`config.mk`:
```
export PLATFORM = sky130hd
export DESIGN_NAME = fetch_decode_buffer_flat
export DESIGN_NICKNAME = d
export VERILOG_FILES = /design/src/rtl/fetch_decode_buffer_if.sv /design/src/rtl/fetch_decode_buffer.sv /design/src/flat_wrapper.sv
export SDC_FILE = /design/constraint.sdc
export NUM_CORES = 1
export LEC_CHECK = 0
export BUFFER_PORTS_ARGS = -buffer_cell sky130_fd_sc_hd__buf_2
export CORE_UTILIZATION = 25
export CTS_CLUSTER_SIZE = 10
export DETAILED_ROUTE_END_ITERATION = 8
export PLACE_DENSITY = 0.52
export SLEW_MARGIN = 20
export SYNTH_ARGS = -nofsm -noshare
export SYNTH_HDL_FRONTEND = slang
export SYNTH_SLANG_ARGS = --single-unit
```
`constraint.sdc`:
```
create_clock -name clk -period 3.2 [get_ports clk]
set_clock_uncertainty 0.2 [all_clocks]
set_input_delay 0.64 -clock clk [delete_from_list [all_inputs] [get_ports clk]]
set_output_delay 0.64 -clock clk [all_outputs]
set_load 0.02 [all_outputs]
```
`src/rtl/fetch_decode_buffer_if.sv`:
```
// Fetch-to-decode handshake bundle.
//   in_*   : fetch side (valid/ready, instruction, PC+2) plus branch flush
//   out_*  : decode side (valid/ready, head instruction, PC+2, imm field, halt)
//   stall_count : saturating count of decode-stall cycles
// Modports: master = fetch/decode environment, slave = the buffer itself.
interface fetch_decode_buffer_if #(
  parameter int unsigned WIDTH = 16
);
  logic             in_valid;
  logic             in_ready;
  logic [WIDTH-1:0] in_instr;
  logic [WIDTH-1:0] in_pc_inc;
  logic             flush;
  logic             out_valid;
  logic             out_ready;
  logic [WIDTH-1:0] out_instr;
  logic [WIDTH-1:0] out_pc_inc;
  logic [10:0]      out_extend;
  logic             out_halt;
  logic [15:0]      stall_count;

  modport master (
    output in_valid, in_instr, in_pc_inc, flush, out_ready,
    input  in_ready, out_valid, out_instr, out_pc_inc, out_extend, out_halt, stall_count
  );

  modport slave (
    input  in_valid, in_instr, in_pc_inc, flush, out_ready,
    output in_ready, out_valid, out_instr, out_pc_inc, out_extend, out_halt, stall_count
  );
endinterface

```
`src/rtl/fetch_decode_buffer.sv`:
```
// Two-entry fetch/decode pipeline buffer with backpressure, branch flush and
// sticky halt blocking.
// Ports:
//   clk  : clock, rising edge
//   rst  : asynchronous active-high reset
//   bus  : fetch_decode_buffer_if.slave (handshake, data, flush, status)
module fetch_decode_buffer #(
  parameter int unsigned      WIDTH     = 16,
  parameter logic [WIDTH-1:0] NOP_INSTR = 16'h0800,
  parameter logic [4:0]       HALT_OP   = 5'b00000
) (
  input logic                  clk,
  input logic                  rst,
  fetch_decode_buffer_if.slave bus
);

  logic [WIDTH-1:0] head_instr_q, head_instr_d;
  logic [WIDTH-1:0] head_pc_q, head_pc_d;
  logic [WIDTH-1:0] tail_instr_q, tail_instr_d;
  logic [WIDTH-1:0] tail_pc_q, tail_pc_d;
  logic [1:0]       count_q, count_d;
  logic             halt_seen_q, halt_seen_d;
  logic [15:0]      stall_q, stall_d;

  logic in_ready;
  logic out_valid;
  logic push;
  logic pop;

  // in_ready comes from registered state only, so fetch never sees a
  // combinational path from decode's out_ready.
  assign in_ready  = (count_q < 2'd2) && !halt_seen_q;
  assign out_valid = (count_q != 2'd0);
  assign push      = bus.in_valid && in_ready && !bus.flush;
  assign pop       = out_valid && bus.out_ready;

  always_comb begin
    head_instr_d = head_instr_q;
    head_pc_d    = head_pc_q;
    tail_instr_d = tail_instr_q;
    tail_pc_d    = tail_pc_q;
    count_d      = count_q;
    halt_seen_d  = halt_seen_q;

    if (bus.flush) begin
      count_d     = 2'd0;
      halt_seen_d = 1'b0;
    end else begin
      case (count_q)
        2'd0: begin
          if (push) begin
            head_instr_d = bus.in_instr;
            head_pc_d    = bus.in_pc_inc;
            count_d      = 2'd1;
          end
        end
        2'd1: begin
          if (push && pop) begin
            head_instr_d = bus.in_instr;
            head_pc_d    = bus.in_pc_inc;
          end else if (push) begin
            tail_instr_d = bus.in_instr;
            tail_pc_d    = bus.in_pc_inc;
            count_d      = 2'd2;
          end else if (pop) begin
            count_d = 2'd0;
          end
        end
        2'd2: begin
          if (pop) begin
            head_instr_d = tail_instr_q;
            head_pc_d    = tail_pc_q;
            count_d      = 2'd1;
          end
        end
        default: count_d = 2'd0;
      endcase

      if (push && (bus.in_instr[WIDTH-1 -: 5] == HALT_OP)) begin
        halt_seen_d = 1'b1;
      end
    end

    // Stall counting is independent of flush and saturates.
    stall_d = stall_q;
    if (out_valid && !bus.out_ready && (stall_q != 16'hFFFF)) begin
      stall_d = stall_q + 16'd1;
    end
  end

  always_ff @(posedge clk or posedge rst) begin
    if (rst) begin
      head_instr_q <= '0;
      head_pc_q    <= '0;
      tail_instr_q <= '0;
      tail_pc_q    <= '0;
      count_q      <= 2'd0;
      halt_seen_q  <= 1'b0;
      stall_q      <= 16'd0;
    end else begin
      head_instr_q <= head_instr_d;
      head_pc_q    <= head_pc_d;
      tail_instr_q <= tail_instr_d;
      tail_pc_q    <= tail_pc_d;
      count_q      <= count_d;
      halt_seen_q  <= halt_seen_d;
      stall_q      <= stall_d;
    end
  end

  logic [WIDTH-1:0] out_instr;
  assign out_instr = out_valid ? head_instr_q : NOP_INSTR;

  assign bus.in_ready    = in_ready;
  assign bus.out_valid   = out_valid;
  assign bus.out_instr   = out_instr;
  assign bus.out_pc_inc  = out_valid ? head_pc_q : '0;
  assign bus.out_extend  = out_instr[10:0];
  assign bus.out_halt    = out_valid && (out_instr[WIDTH-1 -: 5] == HALT_OP);
  assign bus.stall_count = stall_q;

endmodule
```
`src/flat_wrapper.sv`:
```
// flat-port wrapper written by rule: the top's interface ports become plain ports
module fetch_decode_buffer_flat 
#(
  parameter int unsigned      WIDTH     = 16,
  parameter logic [WIDTH-1:0] NOP_INSTR = 16'h0800,
  parameter logic [4:0]       HALT_OP   = 5'b00000
)
  (clk, rst, bus_in_valid, bus_in_instr, bus_in_pc_inc, bus_flush, bus_out_ready, bus_in_ready, bus_out_valid, bus_out_instr, bus_out_pc_inc, bus_out_extend, bus_out_halt, bus_stall_count);
  fetch_decode_buffer_if #(.WIDTH(WIDTH)) bus_i ();
  input logic clk;
  input logic rst;
  input wire logic [$bits(bus_i.in_valid)-1:0] bus_in_valid;
  input wire logic [$bits(bus_i.in_instr)-1:0] bus_in_instr;
  input wire logic [$bits(bus_i.in_pc_inc)-1:0] bus_in_pc_inc;
  input wire logic [$bits(bus_i.flush)-1:0] bus_flush;
  input wire logic [$bits(bus_i.out_ready)-1:0] bus_out_ready;
  output wire logic [$bits(bus_i.in_ready)-1:0] bus_in_ready;
  output wire logic [$bits(bus_i.out_valid)-1:0] bus_out_valid;
  output wire logic [$bits(bus_i.out_instr)-1:0] bus_out_instr;
  output wire logic [$bits(bus_i.out_pc_inc)-1:0] bus_out_pc_inc;
  output wire logic [$bits(bus_i.out_extend)-1:0] bus_out_extend;
  output wire logic [$bits(bus_i.out_halt)-1:0] bus_out_halt;
  output wire logic [$bits(bus_i.stall_count)-1:0] bus_stall_count;
  assign bus_i.in_valid = bus_in_valid;
  assign bus_i.in_instr = bus_in_instr;
  assign bus_i.in_pc_inc = bus_in_pc_inc;
  assign bus_i.flush = bus_flush;
  assign bus_i.out_ready = bus_out_ready;
  assign bus_in_ready = bus_i.in_ready;
  assign bus_out_valid = bus_i.out_valid;
  assign bus_out_instr = bus_i.out_instr;
  assign bus_out_pc_inc = bus_i.out_pc_inc;
  assign bus_out_extend = bus_i.out_extend;
  assign bus_out_halt = bus_i.out_halt;
  assign bus_stall_count = bus_i.stall_count;
  fetch_decode_buffer #(.WIDTH(WIDTH), .NOP_INSTR(NOP_INSTR), .HALT_OP(HALT_OP)) u_core (.clk(clk), .rst(rst), .bus(bus_i));
endmodule
```
* Word-level counts from Yosys, hierarchy flattened *
Index checks and enable logic that the tools add are counted.

word-level totals
  register bits after elaboration = 83
  bits in latches = 0
  bits in writable memories = 0
  ROM bits = 0
  input port bits = 37
  output and inout port bits = 62
  word-level logic and storage cells = 61
  memories kept = 0

operators by class
  add/sub/neg operators = 1
  $mul = 0
  div/mod/pow operators = 0
  order comparisons = 1
  equality and inequality tests = 10
  shift-type cells = 0
  muxes and demuxes = 19
  bitwise logic cells = 2
  reductions and logical operators = 21

operators by type and width
  kind                   number
  $mux 16                8
  $pmux 16 s3            2
  $add 16x1->16 const B  1
  $ne 16x16->1 const B   1
  $mux 2                 6
  $logic_not 5->1        2
  $logic_and 1x1->1      9
  $reduce_and 4->1       2
  $ne 2x1->1 const B     3
  $ne 3x2->1 const B     2
  $pmux 2 s3             1
  $reduce_and 5->1       1
  $ne 4x2->1 const B     1
  $reduce_bool 2->1      2
  $logic_not 1->1        3
  $ne 3x3->1 const B     1
  $reduce_bool 3->1      1
  $eq 2x1->1 const B     1
  $eq 2x2->1 const B     1
  $logic_not 2->1        1
  $lt 2x2->1 const B     1
  $mux 1                 2
  $not 1->1              2

* Depth between registers and ports, before layout *
  depth after elaboration = 8
  depth in mapped cells = 6
  gate-level depth less buffers = 5

* Worst setup path before layout *
No wires, ideal clock.

  path type = flip-flop to output port
  start point = register u_core.count_q[1]
  end point = output bus_out_halt
  arrival time = 1.508 ns
  required time = 2.360 ns
  slack = 0.852 ns
  cell stages (with the launch flop) = 5
  path buffers = 1
  cell sequence = dfrtp_1 -> clkbuf_2 -> nor2_1 -> nor2b_1 -> nor3_1

on the way
  word-level cells in the longest chain between the ends = 4

ends and longest elaborated chain
  element                      RTL line                    RTL
  from (decl)                  fetch_decode_buffer.sv:21   logic [1:0] count_q, count_d;
  from (signal assigned)       fetch_decode_buffer.sv:105  count_q <= count_d;
  $reduce_bool 2->1            fetch_decode_buffer.sv:33   assign out_valid = (count_q != 2'd0);
  $mux 16                      fetch_decode_buffer.sv:112  assign out_instr = out_valid ? head_instr_q : NOP_INSTR;
  named net bus_out_instr[13]  flat_wrapper.sv:19          output wire logic [$bits(bus_i.out_instr)-1:0] bus_out_instr;
  $logic_not 5->1              fetch_decode_buffer.sv:119  assign bus.out_halt = out_valid && (out_instr[WIDTH-1 -: 5] == HALT_OP);
  $logic_and 1x1->1            fetch_decode_buffer.sv:119
  to (decl)                    flat_wrapper.sv:22          output wire logic [$bits(bus_i.out_halt)-1:0] bus_out_halt;

The timed path passes the listed nets, and every way through them passes these cells.

* Worst setup path in the final report *
  start point = register u_core.count_q[1]
  end point = output bus_out_halt

on the way
  word-level cells in the longest chain between the ends = 4

ends and longest elaborated chain
  element              RTL line
  $reduce_bool 2->1 *  fetch_decode_buffer.sv:33
  $mux 16              fetch_decode_buffer.sv:112
  $logic_not 5->1      fetch_decode_buffer.sv:119
  $logic_and 1x1->1 *  fetch_decode_buffer.sv:119

Every way passes the cells marked *; elsewhere a longest branch is shown, timed or not.

==> flow_summary.json <==
{
  "power_switching_w": 0.000895,
  "cts-root-buf": "clkbuf_16",
  "coreArea_um2": 15400,
  "ant_nets": 0,
  "end_kind": "primary output",
  "dpl_cell_area_um2": 4650,
  "diodes": 0,
  "grt_antenna_before_repair": 0,
  "cts_max_path_buffers": 2,
  "totalPowerFinal_w": 0.00318,
  "ys_seq_area_share_pct": 52.0,
  "ys_types": 40,
  "crit_type": "reg2out",
  "reg2reg_setup_slack_ns": 1.02,
  "status": "finished, final reports clean",
  "pwr_density_cell_nw_per_um2": 638,
  "seqPwrFrac_pct": 44.7,
  "stdcell_count": 659,
  "multi_input_area_um2": 1740,
  "fmax_mhz": 359,
  "place_congestion": 0.780,
  "start_kind": "flop",
  "die_area_um2": 16500,
  "avgSynthCellArea_um2": 11.2,
  "drt_iter0_drc": 113,
  "crit_path_max_fanout": 26,
  "cts_buffers": 9,
  "clock_latency_ns": 0.34,
  "drive_gt1_share_pct": 37.1,
  "port_buffers": 98,
  "p_comb_share_pct": 19.1,
  "setup_tns_ns": 0,
  "p_clk_share_pct": 36.1,
  "p_sw_share_pct": 28.2,
  "grt_setup_unrepaired": "no",
  "area_growth_pct": 24.7,
  "tritoncts": "built",
  "worst_pin_slew_ns": 0.897,
  "reg2reg_from": "u_core.bus.stall_count[0]$_DFFE_PP0P_",
  "p_int_w": 0.00228,
  "cp_cell_sequence": "nor2_4 > nor2b_1 > nor3_1 > buf_2",
  "ys_warn_count": 0,
  "dp_hpwl_um": 6320,
  "syn_nets": 396,
  "grt_pass1_vias": 2797,
  "syn-cell-area_um2": 3990,
  "final_common_cell": "buf_2",
  "drc": 0,
  "slew_headroom_pct": 40.2,
  "cts.sinks": 83,
  "finalCritPeriodShare_pct": 86.9,
  "synth_ff_type": "dfrtp_1",
  "routed_wl_um": 9100,
  "post_cts_buffers": 0,
  "grt.overflow.total": 0,
  "via_per_inst": 4.30,
  "syn_inst": 358,
  "nets": 481,
  "synth-async-reset-ratio_pct": 100,
  "power_leakage_nw": 2.60,
  "cts-resized-gates": 0,
  "num_rows": 45,
  "start_util_pct": 26.0,
  "clkTransAtPathRegs_ns": 0.06,
  "dr.pass1.iters": 6,
  "setup_viol": 0,
  "period_needed_ns": 2.78,
  "die_x_um": 128,
  "seq_area_um2": 2080,
  "final_cell_mix": "98 x buf_2, 83 x dfrtp_1, 37 x nand2_1",
  "die_h_um": 128,
  "synth_edf_count": 0,
  "cts.htree.levels": 3,
  "worstPathRequired_ns": 2.36,
  "routedWlPerCell_um": 13.8,
  "place_inst": 643,
  "crit_start": "u_core.count_q[1]$_DFFE_PP0P_",
  "crit_buf_inv": 1,
  "vdd_drop_max_v": 0.000253,
  "final_max_slew_viol_count": 0,
  "max_stage_delay_ns": 0.59,
  "hold_path_class": "in2async",
  "design_area_um2": 4980,
  "hold_viol": 0,
  "ys_ff_latch": 83,
  "io_pins": 99,
  "ctsHoldBuffers": 0,
  "grt_max_degree": 49,
  "grt_use_total_pct": 11.9,
  "vias": 2834,
  "worst_ep_arrival_time_ns": 1.94,
  "grt_pass1_wl_um": 14800,
  "cap_violations": 0,
  "slowest_stage": "nor2_4",
  "n_fill_cell": 1594,
  "critPathTopFamily": "simple AND/OR/NAND/NOR gates"
}
[cells by family (layout without fill, tap and decap cells)]
family,count (synthesis),after routing,share of synthesized area [%]
flops,83,83,52.0
mux,66,66,17.6
xor+xnor,14,14,3.07
simple gates,114,114,15.8
fa+ha+maj,1,1,0.313
buf+inv,34,124,4.67
compound gates,46,46,6.55
[stage by stage]
step                      hold slack (ns)  util, %  worst slack [ns]
after floorplan                     0.242        -             0.223
after global placement              0.254     30.3             0.758
after detailed placement            0.262     30.3             0.724
after CTS                           0.277     32.4             0.337
after global routing                0.291     32.4             0.221
final                               0.254     32.4             0.418
[per-layer routing]
| metal | up-vias | GRT usage, % | part of all wire, % | wire, µm |
|---|---|---|---|---|
| li1 | 1391 | - | - | - |
| met1 | 1370 | 14.5 | 44 | 4020 |
| met4 | 0 | 4.50 | 1.3 | 122 |
| met2 | 67 | 19.5 | 49 | 4490 |
| met3 | 6 | 4.16 | 5.1 | 467 |
| met5 | - | 0 | 0 | 0 |
[cell usage after synthesis (all sizes together), types with 3 or more instances]
| cell type | instances | area [µm²] |
|---|---|---|
| nor2b | 33 | 206 |
| nor3 | 4 | 25.0 |
| dfrtp | 83 | 2080 |
| and2 | 4 | 25.0 |
| o21ai | 32 | 160 |
| nand4 | 7 | 43.8 |
| xor2 | 9 | 78.8 |
| nor2 | 4 | 15.0 |
| mux2i | 32 | 320 |
| buf | 24 | 148 |
| clkbuf | 7 | 27.5 |
| xnor2 | 5 | 43.8 |
| mux2 | 34 | 383 |
| nand2 | 38 | 143 |
| inv | 3 | 11.3 |
| and3 | 3 | 18.8 |
| nand3 | 7 | 35.0 |
| a21oi | 8 | 40.0 |
[power groups by stage]
stage / Clock (W) / Combinational (W) / Sequential, W
after floorplan: 0 / 0.000423 / 0.00144
after global placement: 0 / 0.000608 / 0.00143
after detailed placement: 0 / 0.000622 / 0.00144
after CTS: 0.00118 / 0.000624 / 0.00142
after global routing: 0.00123 / 0.000678 / 0.00146
final: 0.00115 / 0.000608 / 0.00142
[layout make-up]
| class | count | area share (%) |
|---|---|---|
| clock buffer | 11 | 5.08 |
| clock inverter | 5 | 1.51 |
| inverter | 3 | 0.251 |
| multi-input combinational | 241 | 35.0 |
| sequential | 83 | 41.7 |
| tap | 211 | 5.30 |
| timing repair buffer | 105 | 11.2 |
[worst paths after layout]
kind	end	cells past startpoint
setup / recovery	bus_out_halt	4
min in group clk	u_core.head_instr_q[6]$_DFFE_PP0P_	2
max in group asynchronous	u_core.head_instr_q[10]$_DFFE_PP0P_	3
setup reg to reg	u_core.bus.stall_count[1]$_DFFE_PP0P_	5
hold reg to reg	u_core.head_instr_q[6]$_DFFE_PP0P_	2
hold / removal	u_core.bus.stall_count[6]$_DFFE_PP0P_	2
[state kept, by name, summed over array words and instances (netlist names)]
register,cells
u_core.bus.stall_count,16
u_core.count_q,2
u_core.halt_seen_q,1
u_core.head_instr_q,16
u_core.head_pc_q,16
u_core.tail_instr_q,16
u_core.tail_pc_q,16
[worst reg2reg max path, stage by stage, from the launching register on]
cell and delay (ns):
dfrtp_1 0.43, ha_1 0.24, and3_1 0.21, and2_1 0.29, a21boi_0 0.33, mux2_2 0.37
No activity file was read; power rests on OpenSTA's default activity.
